===== src/rtl/gbe_rx_udp_if.sv =====
// MAC receive byte stream into the UDP parser and the application payload stream out of it.
interface gbe_rx_udp_if;
    logic [7:0]  mac_rx_data;
    logic        mac_rx_dvld;
    logic        mac_rx_goodframe;
    logic        mac_rx_badframe;
    logic [7:0]  app_data;
    logic        app_dvld;
    logic        app_eof;
    logic        app_bad;
    logic [31:0] app_srcip;
    logic [15:0] app_srcport;
    logic [15:0] rx_drop_count;

    modport master (
        output mac_rx_data, mac_rx_dvld, mac_rx_goodframe, mac_rx_badframe,
        input  app_data, app_dvld, app_eof, app_bad, app_srcip, app_srcport, rx_drop_count
    );
    modport slave (
        input  mac_rx_data, mac_rx_dvld, mac_rx_goodframe, mac_rx_badframe,
        output app_data, app_dvld, app_eof, app_bad, app_srcip, app_srcport, rx_drop_count
    );
endinterface


===== src/rtl/gbe_rx_udp.sv =====
// Receive UDP/IPv4 parser: filters Ethernet/IP/UDP headers and forwards the UDP payload.
// Optional IPv4 header checksum verification is enabled with `define GBE_RX_CSUM_EN.
module gbe_rx_udp #(
    parameter bit ACCEPT_BCAST = 1'b1
) (
    input  logic        mac_clk,
    input  logic        mac_rst_n,
    input  logic        local_enable,
    input  logic [47:0] local_mac,
    input  logic [31:0] local_ip,
    input  logic [15:0] local_port,
    gbe_rx_udp_if.slave bus
);
    typedef enum logic [2:0] {IDLE, HDR_MAC, HDR_IP, HDR_UDP, DATA, SKIP} state_t;

    state_t      state_q, state_d;
    logic [5:0]  cnt_q, cnt_d;
    logic [15:0] pay_q, pay_d, len_q, len_d;
    logic [31:0] sip_q, sip_d;
    logic [15:0] sport_q, sport_d;
    logic        mac_ne_q, mac_ne_d, bc_ne_q, bc_ne_d, rej_q, rej_d, fwd_q, fwd_d;
    logic        prev_dvld_q;
    logic [7:0]  data_q, data_d;
    logic        dvld_q, dvld_d, eof_q, eof_d, bad_q, bad_d;
    logic [31:0] srcip_q, srcip_d;
    logic [15:0] srcport_q, srcport_d, drop_q, drop_d;
    logic        drop_inc, csum_bad, mac_fail;
    logic [7:0]  rxd, mac_b, ip_b, port_b;
    logic        rxv;

    assign rxd = bus.mac_rx_data;
    assign rxv = bus.mac_rx_dvld;
    assign mac_fail = mac_ne_q & (~ACCEPT_BCAST | bc_ne_q);

    always_comb begin
        mac_b = local_mac[7:0];
        case (cnt_q[2:0])
            3'd0: mac_b = local_mac[47:40];
            3'd1: mac_b = local_mac[39:32];
            3'd2: mac_b = local_mac[31:24];
            3'd3: mac_b = local_mac[23:16];
            3'd4: mac_b = local_mac[15:8];
            default: mac_b = local_mac[7:0];
        endcase
        ip_b = local_ip[7:0];
        case (cnt_q[1:0])
            2'd0: ip_b = local_ip[31:24];
            2'd1: ip_b = local_ip[23:16];
            2'd2: ip_b = local_ip[15:8];
            default: ip_b = local_ip[7:0];
        endcase
        port_b = cnt_q[0] ? local_port[7:0] : local_port[15:8];
    end

`ifdef GBE_RX_CSUM_EN
    logic [15:0] csum_q, csum_d;
    logic [7:0]  chi_q, chi_d;
    logic [16:0] csum_sum;

    // Ones-complement running sum of the IP header words, end-around carry folded each add.
    always_comb begin
        csum_d   = csum_q;
        chi_d    = chi_q;
        csum_sum = {1'b0, csum_q} + {1'b0, chi_q, rxd};
        if (state_q == IDLE) begin
            csum_d = '0;
        end else if (state_q == HDR_IP && rxv) begin
            if (!cnt_q[0]) chi_d = rxd;
            else           csum_d = csum_sum[15:0] + {15'd0, csum_sum[16]};
        end
    end
    assign csum_bad = (csum_q != 16'hFFFF);

    always_ff @(posedge mac_clk or negedge mac_rst_n) begin
        if (!mac_rst_n) begin
            csum_q <= '0;
            chi_q  <= '0;
        end else begin
            csum_q <= csum_d;
            chi_q  <= chi_d;
        end
    end
`else
    assign csum_bad = 1'b0;
`endif

    always_comb begin
        state_d   = state_q;
        cnt_d     = cnt_q + 6'd1;
        pay_d     = pay_q;
        len_d     = len_q;
        sip_d     = sip_q;
        sport_d   = sport_q;
        mac_ne_d  = mac_ne_q;
        bc_ne_d   = bc_ne_q;
        rej_d     = rej_q;
        fwd_d     = fwd_q;
        data_d    = data_q;
        dvld_d    = 1'b0;
        eof_d     = 1'b0;
        bad_d     = 1'b0;
        srcip_d   = srcip_q;
        srcport_d = srcport_q;
        drop_inc  = 1'b0;

        // FCS verdict for a frame whose payload was already handed out.
        if (bus.mac_rx_badframe && fwd_q) begin
            bad_d = 1'b1;
            fwd_d = 1'b0;
        end
        if (bus.mac_rx_goodframe) fwd_d = 1'b0;

        case (state_q)
            IDLE: begin
                if (rxv) begin
                    // dvld already high on the previous cycle means we joined mid-frame.
                    if (prev_dvld_q || !local_enable) begin
                        state_d = SKIP;
                    end else begin
                        state_d  = HDR_MAC;
                        cnt_d    = 6'd1;
                        fwd_d    = 1'b0;
                        rej_d    = 1'b0;
                        mac_ne_d = (rxd != local_mac[47:40]);
                        bc_ne_d  = (rxd != 8'hFF);
                    end
                end
            end
            HDR_MAC: begin
                if (!rxv) begin
                    drop_inc = 1'b1;
                    state_d  = IDLE;
                end else begin
                    if (cnt_q < 6'd6) begin
                        mac_ne_d = mac_ne_q | (rxd != mac_b);
                        bc_ne_d  = bc_ne_q | (rxd != 8'hFF);
                    end
                    if (cnt_q == 6'd12) rej_d = rej_q | (rxd != 8'h08);
                    if (cnt_q == 6'd13) begin
                        rej_d   = rej_q | (rxd != 8'h00);
                        state_d = HDR_IP;
                        cnt_d   = 6'd0;
                    end
                end
            end
            HDR_IP: begin
                if (!rxv) begin
                    drop_inc = 1'b1;
                    state_d  = IDLE;
                end else begin
                    case (cnt_q)
                        6'd0:  rej_d = rej_q | (rxd != 8'h45);
                        6'd6:  rej_d = rej_q | ((rxd & 8'h3F) != 8'h00);
                        6'd7:  rej_d = rej_q | (rxd != 8'h00);
                        6'd9:  rej_d = rej_q | (rxd != 8'h11);
                        6'd12, 6'd13, 6'd14, 6'd15: sip_d = {sip_q[23:0], rxd};
                        6'd16, 6'd17, 6'd18: rej_d = rej_q | (rxd != ip_b);
                        6'd19: begin
                            rej_d   = rej_q | (rxd != ip_b);
                            state_d = HDR_UDP;
                            cnt_d   = 6'd0;
                        end
                        default: ;
                    endcase
                end
            end
            HDR_UDP: begin
                if (!rxv) begin
                    drop_inc = 1'b1;
                    state_d  = IDLE;
                end else begin
                    case (cnt_q)
                        6'd0: begin
                            sport_d = {sport_q[7:0], rxd};
                            rej_d   = rej_q | csum_bad;
                        end
                        6'd1: sport_d = {sport_q[7:0], rxd};
                        6'd2, 6'd3: rej_d = rej_q | (rxd != port_b);
                        6'd4, 6'd5: len_d = {len_q[7:0], rxd};
                        6'd7: begin
                            if (rej_q || mac_fail || len_q < 16'd8) begin
                                drop_inc = 1'b1;
                                state_d  = SKIP;
                            end else if (len_q == 16'd8) begin
                                state_d = SKIP;
                            end else begin
                                pay_d   = len_q - 16'd8;
                                state_d = DATA;
                            end
                        end
                        default: ;
                    endcase
                end
            end
            DATA: begin
                if (rxv) begin
                    dvld_d = 1'b1;
                    data_d = rxd;
                    // Source fields change only with the first byte of a new payload.
                    if (!fwd_q) begin
                        srcip_d   = sip_q;
                        srcport_d = sport_q;
                    end
                    fwd_d = 1'b1;
                    pay_d = pay_q - 16'd1;
                    if (pay_q == 16'd1) begin
                        eof_d   = 1'b1;
                        state_d = SKIP;
                    end
                end else begin
                    bad_d    = 1'b1;
                    fwd_d    = 1'b0;
                    drop_inc = 1'b1;
                    state_d  = IDLE;
                end
            end
            SKIP: if (!rxv) state_d = IDLE;
            default: state_d = IDLE;
        endcase

        drop_d = drop_q;
        if (drop_inc && drop_q != 16'hFFFF) drop_d = drop_q + 16'd1;
    end

    always_ff @(posedge mac_clk or negedge mac_rst_n) begin
        if (!mac_rst_n) begin
            state_q     <= IDLE;
            cnt_q       <= '0;
            pay_q       <= '0;
            len_q       <= '0;
            sip_q       <= '0;
            sport_q     <= '0;
            mac_ne_q    <= 1'b0;
            bc_ne_q     <= 1'b0;
            rej_q       <= 1'b0;
            fwd_q       <= 1'b0;
            prev_dvld_q <= 1'b1;
            data_q      <= '0;
            dvld_q      <= 1'b0;
            eof_q       <= 1'b0;
            bad_q       <= 1'b0;
            srcip_q     <= '0;
            srcport_q   <= '0;
            drop_q      <= '0;
        end else begin
            state_q     <= state_d;
            cnt_q       <= cnt_d;
            pay_q       <= pay_d;
            len_q       <= len_d;
            sip_q       <= sip_d;
            sport_q     <= sport_d;
            mac_ne_q    <= mac_ne_d;
            bc_ne_q     <= bc_ne_d;
            rej_q       <= rej_d;
            fwd_q       <= fwd_d;
            prev_dvld_q <= rxv;
            data_q      <= data_d;
            dvld_q      <= dvld_d;
            eof_q       <= eof_d;
            bad_q       <= bad_d;
            srcip_q     <= srcip_d;
            srcport_q   <= srcport_d;
            drop_q      <= drop_d;
        end
    end

    assign bus.app_data      = data_q;
    assign bus.app_dvld      = dvld_q;
    assign bus.app_eof       = eof_q;
    assign bus.app_bad       = bad_q;
    assign bus.app_srcip     = srcip_q;
    assign bus.app_srcport   = srcport_q;
    assign bus.rx_drop_count = drop_q;
endmodule


===== src/flat_wrapper.sv =====
// flat-port wrapper written by rule: the top's interface ports become plain ports
module gbe_rx_udp_flat 
#(
    parameter bit ACCEPT_BCAST = 1'b1
)
  (mac_clk, mac_rst_n, local_enable, local_mac, local_ip, local_port, bus_mac_rx_data, bus_mac_rx_dvld, bus_mac_rx_goodframe, bus_mac_rx_badframe, bus_app_data, bus_app_dvld, bus_app_eof, bus_app_bad, bus_app_srcip, bus_app_srcport, bus_rx_drop_count);
  gbe_rx_udp_if bus_i ();
  input  logic mac_clk;
  input  logic mac_rst_n;
  input  logic local_enable;
  input  logic [47:0] local_mac;
  input  logic [31:0] local_ip;
  input  logic [15:0] local_port;
  input wire logic [$bits(bus_i.mac_rx_data)-1:0] bus_mac_rx_data;
  input wire logic [$bits(bus_i.mac_rx_dvld)-1:0] bus_mac_rx_dvld;
  input wire logic [$bits(bus_i.mac_rx_goodframe)-1:0] bus_mac_rx_goodframe;
  input wire logic [$bits(bus_i.mac_rx_badframe)-1:0] bus_mac_rx_badframe;
  output wire logic [$bits(bus_i.app_data)-1:0] bus_app_data;
  output wire logic [$bits(bus_i.app_dvld)-1:0] bus_app_dvld;
  output wire logic [$bits(bus_i.app_eof)-1:0] bus_app_eof;
  output wire logic [$bits(bus_i.app_bad)-1:0] bus_app_bad;
  output wire logic [$bits(bus_i.app_srcip)-1:0] bus_app_srcip;
  output wire logic [$bits(bus_i.app_srcport)-1:0] bus_app_srcport;
  output wire logic [$bits(bus_i.rx_drop_count)-1:0] bus_rx_drop_count;
  assign bus_i.mac_rx_data = bus_mac_rx_data;
  assign bus_i.mac_rx_dvld = bus_mac_rx_dvld;
  assign bus_i.mac_rx_goodframe = bus_mac_rx_goodframe;
  assign bus_i.mac_rx_badframe = bus_mac_rx_badframe;
  assign bus_app_data = bus_i.app_data;
  assign bus_app_dvld = bus_i.app_dvld;
  assign bus_app_eof = bus_i.app_eof;
  assign bus_app_bad = bus_i.app_bad;
  assign bus_app_srcip = bus_i.app_srcip;
  assign bus_app_srcport = bus_i.app_srcport;
  assign bus_rx_drop_count = bus_i.rx_drop_count;
  gbe_rx_udp #(.ACCEPT_BCAST(ACCEPT_BCAST)) u_core (.mac_clk(mac_clk), .mac_rst_n(mac_rst_n), .local_enable(local_enable), .local_mac(local_mac), .local_ip(local_ip), .local_port(local_port), .bus(bus_i));
endmodule

===== config.mk =====
export PLATFORM = sky130hd
export DESIGN_NAME = gbe_rx_udp_flat
export DESIGN_NICKNAME = d
export VERILOG_FILES = /design/src/rtl/gbe_rx_udp_if.sv /design/src/rtl/gbe_rx_udp.sv /design/src/flat_wrapper.sv
export SDC_FILE = /design/constraint.sdc
export NUM_CORES = 1
export LEC_CHECK = 0
export BUFFER_PORTS_ARGS = -buffer_cell sky130_fd_sc_hd__buf_2
export CORE_UTILIZATION = 46
export CTS_BUF_LIST = sky130_fd_sc_hd__clkbuf_8
export CTS_CLUSTER_DIAMETER = 60
export DETAILED_ROUTE_END_ITERATION = 10
export GPL_TIMING_DRIVEN = 0
export PLACE_DENSITY_LB_ADDON = 0.3
export SYNTH_ARGS = -nofsm -noshare
export SYNTH_HDL_FRONTEND = slang
export SYNTH_SLANG_ARGS = --single-unit

===== constraint.sdc =====
create_clock -name mac_clk -period 2.9 [get_ports mac_clk]
set_clock_uncertainty 0.15 [all_clocks]
set_input_delay 0 -clock mac_clk [delete_from_list [all_inputs] [get_ports mac_clk]]
set_output_delay 0 -clock mac_clk [all_outputs]
set_load 0.005 [all_outputs]

# Yosys cells after proc, flatten, opt, wreduce, memory -nomap -nowiden

Cells that the tools add are included.
W data, S select, Z words.

Add/subtract/negate cells: 4
Magnitude comparators: 2
Eq/ne operators: 56
Multiplexer cells: 68
Bitwise logic cells: 11
Reduce and logical (&&, ||, !) cells: 30

Operators with widths:

| kind                    | number |
|---|---|
| $mux W16                | 5 |
| $pmux W8 S5             | 1 |
| $mux W3                 | 12 |
| $mux W6                 | 6 |
| $mux W1                 | 33 |
| $ne A8 B8 Y1            | 4 |
| $pmux W16 S2            | 1 |
| $eq A6 B4 Y1 const B    | 5 |
| $eq A6 B3 Y1 const B    | 4 |
| $eq A6 B5 Y1 const B    | 4 |
| $pmux W8 S3             | 1 |
| $ne A2 B2 Y1 const B    | 10 |
| $pmux W3 S6             | 1 |
| $pmux W6 S3             | 1 |
| $add A16 B1 Y16 const B | 1 |
| $eq A16 B1 Y1 const B   | 1 |
| $eq A16 B4 Y1 const B   | 1 |
| $lt A16 B4 Y1 const B   | 1 |
| $ne A16 B16 Y1 const B  | 1 |
| $reduce_bool A8 Y1      | 2 |
| $sub A16 B1 Y16 const B | 1 |
| $sub A16 B4 Y16 const B | 1 |
| $eq A3 B2 Y1 const B    | 4 |
| $eq A6 B2 Y1 const B    | 2 |
| 38 further kinds        | 68 |

Register bits: 169
Input bits: 110
Output and inout bits: 75
Logic and storage cells: 189

# Logic depth before layout (Yosys ltp)

Depth after elaboration: 8
Depth in mapped cells: 12
Mapped depth without buffers: 9

# Worst setup path before layout

No wires, ideal clock.

Kind: flip-flop to flip-flop
Start: reg u_core.cnt_q[0]
End: reg u_core.rej_q
Setup time: 0.121 ns
Arrival: 2.341 ns
Data required time: 2.629 ns
Slack: 0.288 ns
Stages on the path, launching flop included: 12
Path buffers: 2
Period minus slack after synthesis: 2.612 ns
Cells stage by stage: dfrtp_1 -> buf_2 -> inv_1 -> ha_1 -> or4_4 -> and2_1 -> buf_6 -> o21ai_1 -> mux2i_1 -> nor3_1 -> a31oi_1 -> o22a_1

Longest elaborated chain between the ends: 7
Elaborated cells between the ends (all ways): 34
Classes of those cells: 18 x eq/ne; 9 x mux; 2 x bitwise; 5 x reduce/logical

Ends and longest elaborated chain:

| element                              | line                                 | source |
|---|---|---|
| start: declaration                   | gbe_rx_udp.sv:17                     | `logic [5:0] cnt_q, cnt_d;` |
| start signal: assignment             | gbe_rx_udp.sv:247                    | `cnt_q <= cnt_d;` |
| $eq A2 B2 Y1 (tied with other cells) | gbe_rx_udp.sv:46                     | `case (cnt_q[1:0])` |
| $pmux W8 S3                          | gbe_rx_udp.sv:46                     |  |
| $ne A8 B8 Y1                         | gbe_rx_udp.sv:157, gbe_rx_udp.sv:159 |  |
| $or A1 B1 Y1                         | gbe_rx_udp.sv:157, gbe_rx_udp.sv:159 |  |
| $pmux W1 S5                          | gbe_rx_udp.sv:151                    | `case (cnt_q)` |
| $mux W1                              | gbe_rx_udp.sv:147                    | `if (!rxv) begin` |
| $pmux W1 S4                          | gbe_rx_udp.sv:113                    | `case (state_q)` |
| end signal: assignment               | gbe_rx_udp.sv:254                    | `rej_q <= rej_d;` |
| end: declaration                     | gbe_rx_udp.sv:21                     | `logic mac_ne_q, mac_ne_d, bc_ne_q, bc_ne_d, rej_q, rej_d, fwd_q, fwd_d;` |

Parallel ways exist; a longest one is shown, timed or not. The select of a mux whose other input is x is not followed.
A chain may end at the register's enable or synchronous reset.

# Final worst setup path

Start: reg u_core.cnt_q[0]
End: reg u_core.sport_q[9]

Longest elaborated chain between the ends: 3
Elaborated cells between the ends (all ways): 4
Classes of those cells: 1 x eq/ne; 3 x reduce/logical

Ends and longest elaborated chain:

| element                                          | line              | source |
|---|---|---|
| $eq A6 B1 Y1 or $logic_not A6 Y1 (tied branches) | --                |  |
| $reduce_or A2 Y1 (no line) (*)                   | --                |  |
| $reduce_and A3 Y1 (no line) (*)                  | --                |  |
| end signal: assignment                           | gbe_rx_udp.sv:251 | `sport_q <= sport_d;` |
| end: declaration                                 | gbe_rx_udp.sv:20  | `logic [15:0] sport_q, sport_d;` |

Every way passes the cells marked *; elsewhere a longest branch is shown, timed or not.

==> impl_results.md <==
- Status: finished, final reports clean
- Mapped Nets: 910
- Internal power: roughly 4.6 mW
- Ys flop type: dfrtp_1
- Post-detailed-route wirelength per cell: around 18 um
- LEAKAGE: roughly 5.2 nW
- Final Slew Violations: 0
- Total negative slack: 0 ps
- P&R area growth vs syn: 21.7%
- MaxCap Viol Count: 0
- Flop and latch count out of synthesis: roughly 170
- Clock share of power: between 20% and 30%
- Met3 usage: ~4.9%
- Asr flop ratio synth: 100%
- Post-route antenna net violation count: 0
- Max FO, Critical Path: 10
- Critical path class: register to register
- Post-synthesis sequential area ratio: roughly half
- Arrival time worst endpoint: approximately 3000 ps
- Final core utilization: ~57%
- Grt peak-use layer: met2
- Switching share of total power: between 30 and 40%
- # DRC: 0
- Core Rows: 50
- CTS tree: yes
- Launch point of the worst path: u_core.cnt_q[0]
- Vias in the first global route: 6,971
- Final Net Count: 1,138
- Tightest Hold Check Type: input pin to register
- Relative slew margins: between 30 and 40%
- Boundary Pins: roughly 190
- Synth top area cells: dfrtp_1 (48%), mux2_2 (15%), xnor2_1 (3.5%), nor2_1 (2.0%), o21ai_0 (1.9%)
- # port buffers: about 180
- Clock Latency Late Sink: around 460 ps
- Core box area: between 0.015 and 0.02 sq mm
- Clock root cell: clkbuf_8
- Endpoints failing hold: 0
- Met2 usage: about two fifths
- Initial Utilization: 47.0%
- DIE HEIGHT: 140 um
- Data required, critical path: around 3000 ps
- Cell count after synthesis: 791
- Share of cells above drive strength 1: 38.1%
- Sink Count: approximately 170
- VDD IR max: between 0.3 and 0.4 mV
- Tmin final: 2790 ps
- Critical path startpoint category: register
- Fmax: about 360 MHz
- Slew at the pin closest to its max-slew limit: ~920 ps
- Sw Pwr: 3.05 mW
- R2R Path Start: u_core.cnt_q[0]
- RD Place Congestion: roughly 0.94
- Vias: roughly 7.2k
- Avg Inst Size Synth: between 10 and 15 sq um
- FILL cells: 1,675
- Gate power share: between 40% and 50%
- Reg2Reg Setup Slack: 110 ps
- Die area: between 0.015 and 0.02 sq mm
- Tcrit/Tclk final: 96.1%
- Ant. Diodes: 0
- # setup viols final: 0
- Pwr per Cell Area: 714 mW/mm^2
- Met1 Use GR: a little under a third
- R2r endpoint: u_core.sport_q[9]
- Critical Path End Type: register
- Post-DP HPWL: 16,400 um
- Most numerous cell in the Yosys netlist: dfrtp_1
- Die width: about 140 um
- Pre-antenna DRT Iters: 7
- Share of the synthesized area in the top cell type: 47.8%
- Clock Pin Slew Worst Setup and Hold Paths: about 100 ps
- Grt ovf: 0
- Overall Global Routing Usage: 23.8%
- Synth top cells by count: dfrtp_1 (168), mux2_2 (120), nor2_1 (48)
- R2R depth: 9
- First-pass GRT wire length: roughly 36,000 um
- Synth Cell Area: approximately 0.009 sq mm
- Htree depth: 4
- Seq pwr share: between 30% and 40%
- Largest net degree at the start of global routing: 82
- Vias/cell: around 5.7
- Cell taking the most area after synthesis: dfrtp_1
- Number of flops mapped to enable cells by yosys: 0
- Clk buf depth: 2
- Synth cell types: 66
- Worst Setup EP: u_core.sport_q[9]
- Cts bufs inserted: 17
- Iteration-0 DRC count of the detailed router: approximately 580
- WL final: around 23,000 um
- Initial antenna violation count: 0
- Syn. warnings: 0
-- metrics by stage --
| stage | setup slack, ps | total power [mW] | area [sq um] | hold slack [ps] | std cells |
|---|---|---|---|---|---|
| after floorplan | 288 | 5.05 | 8790 | -446 | 791 |
| after global placement | -963 | 5.87 | 10000 | -20.0 | 1208 |
| after detailed placement | -211 | 5.92 | 10000 | -76.1 | 1209 |
| after CTS | 7.74 | 7.60 | 10700 | 15.1 | 1264 |
| after global routing | -35.1 | 8.12 | 10700 | 17.2 | 1266 |
| final | 112 | 7.64 | 10700 | 44.2 | 1266 |
-- how the worst min path moves through the flow --
stage,slack (ps),start,end,cells after the start
after global routing,20,bus_mac_rx_dvld,u_core.prev_dvld_q,2
final,40,local_port[11],u_core.rej_q,7
after CTS,20,bus_mac_rx_dvld,u_core.prev_dvld_q,2
after global placement,-20,bus_mac_rx_dvld,u_core.prev_dvld_q,1
after floorplan,-450,mac_rst_n,u_core.bc_ne_q,0
after detailed placement,-80,mac_rst_n,u_core.bus.app_srcip[24],1
-- registers in the layout (all words and copies together), names as in the netlist --
signal	count
u_core.bc_ne_q	1
u_core.bus.app_bad	1
u_core.bus.app_data	8
u_core.bus.app_dvld	1
u_core.bus.app_eof	1
u_core.bus.app_srcip	32
u_core.bus.app_srcport	16
u_core.bus.rx_drop_count	16
u_core.cnt_q	6
u_core.fwd_q	1
u_core.len_q	16
u_core.mac_ne_q	1
u_core.pay_q	16
u_core.prev_dvld_q	1
u_core.rej_q	1
u_core.sip_q	32
u_core.sport_q	16
u_core.state_q	3
-- metal layers --
metal  share of wire [%]  wire [um]
met5                   0          0
met4                 1.6        369
met3                 5.8       1320
met2                  49      11000
met1                  44      10000
-- what timing repair did --
item | in CTS | in global routing
hold endpoints to repair | 176 | 0
resized for setup | 6 | 6
pin swaps | 1 | 2
setup buffers | 2 | 3
hold buffers | 21 | 0
endpoints found under the setup margin | 33 | 42
-- power by group through the flow --
stage                     Combinational (mW)  Sequential, mW  Clock [mW]
final                                   3.07            2.95        1.62
after global routing                    3.37            2.99        1.76
after CTS                               3.00            2.94        1.66
after detailed placement                2.94            2.98           0
after global placement                  2.89            2.98           0
after floorplan                         2.13            2.92           0
-- cell usage in the layout (no fill, tap or decap), types with 7 or more instances in the layout --
master         Yosys  layout
a21oi_1           26      26
buf_2             17     197
a222oi_1          13      13
o21ai_0           34      34
buf_4              5      11
ha_1               9       8
dfrtp_1          168     167
clkbuf_8           0      17
inv_1             20      20
o211ai_1          13      13
mux2i_1           16      16
nand4_1           13      13
or3_1              7       7
o21ai_1           11      10
nand2_1           40      40
dlygate4sd3_1      0      21
mux2_2           120     120
a22oi_1           12      12
xnor2_1           35      35
nor2_1            48      48
xor2_1            18      18
clkbuf_1          23      21
nand3_1           24      24
nor3_1            20      20
-- final cells by class --
| type | instances | area, sq um | area share, % |
|---|---|---|---|
| buffer | 49 | 253 | 2.36 |
| clock buffer | 17 | 234 | 2.19 |
| clock inverter | 15 | 150 | 1.40 |
| inverter | 20 | 75.1 | 0.702 |
| multi-input combinational | 552 | 4260 | 39.8 |
| sequential | 169 | 4230 | 39.5 |
| tap | 234 | 293 | 2.74 |
| timing repair buffer | 210 | 1200 | 11.2 |
-- kinds of logic after synthesis --
| group | Yosys count | share of synthesized area (%) |
|---|---|---|
| AO/OA/AOI/OAI | 155 | 12.1 |
| AND/OR/NAND/NOR | 199 | 12.4 |
| buffers and inverters | 70 | 3.61 |
| XOR/XNOR | 53 | 5.28 |
| adder cells (fa/ha/maj) | 9 | 1.28 |
| flip-flops | 169 | 48.1 |
| multiplexers | 136 | 17.2 |
-- critical path, cell delays in order, from the launching register on --
cell and delay, ps:
dfrtp_2 460, buf_6 170, inv_1 80, ha_1 190
buf_2 230, nor2_1 100, or3_1 400, nor3_4 280
buf_4 240, mux2_2 350
Power figures use the tool's default switching activity.
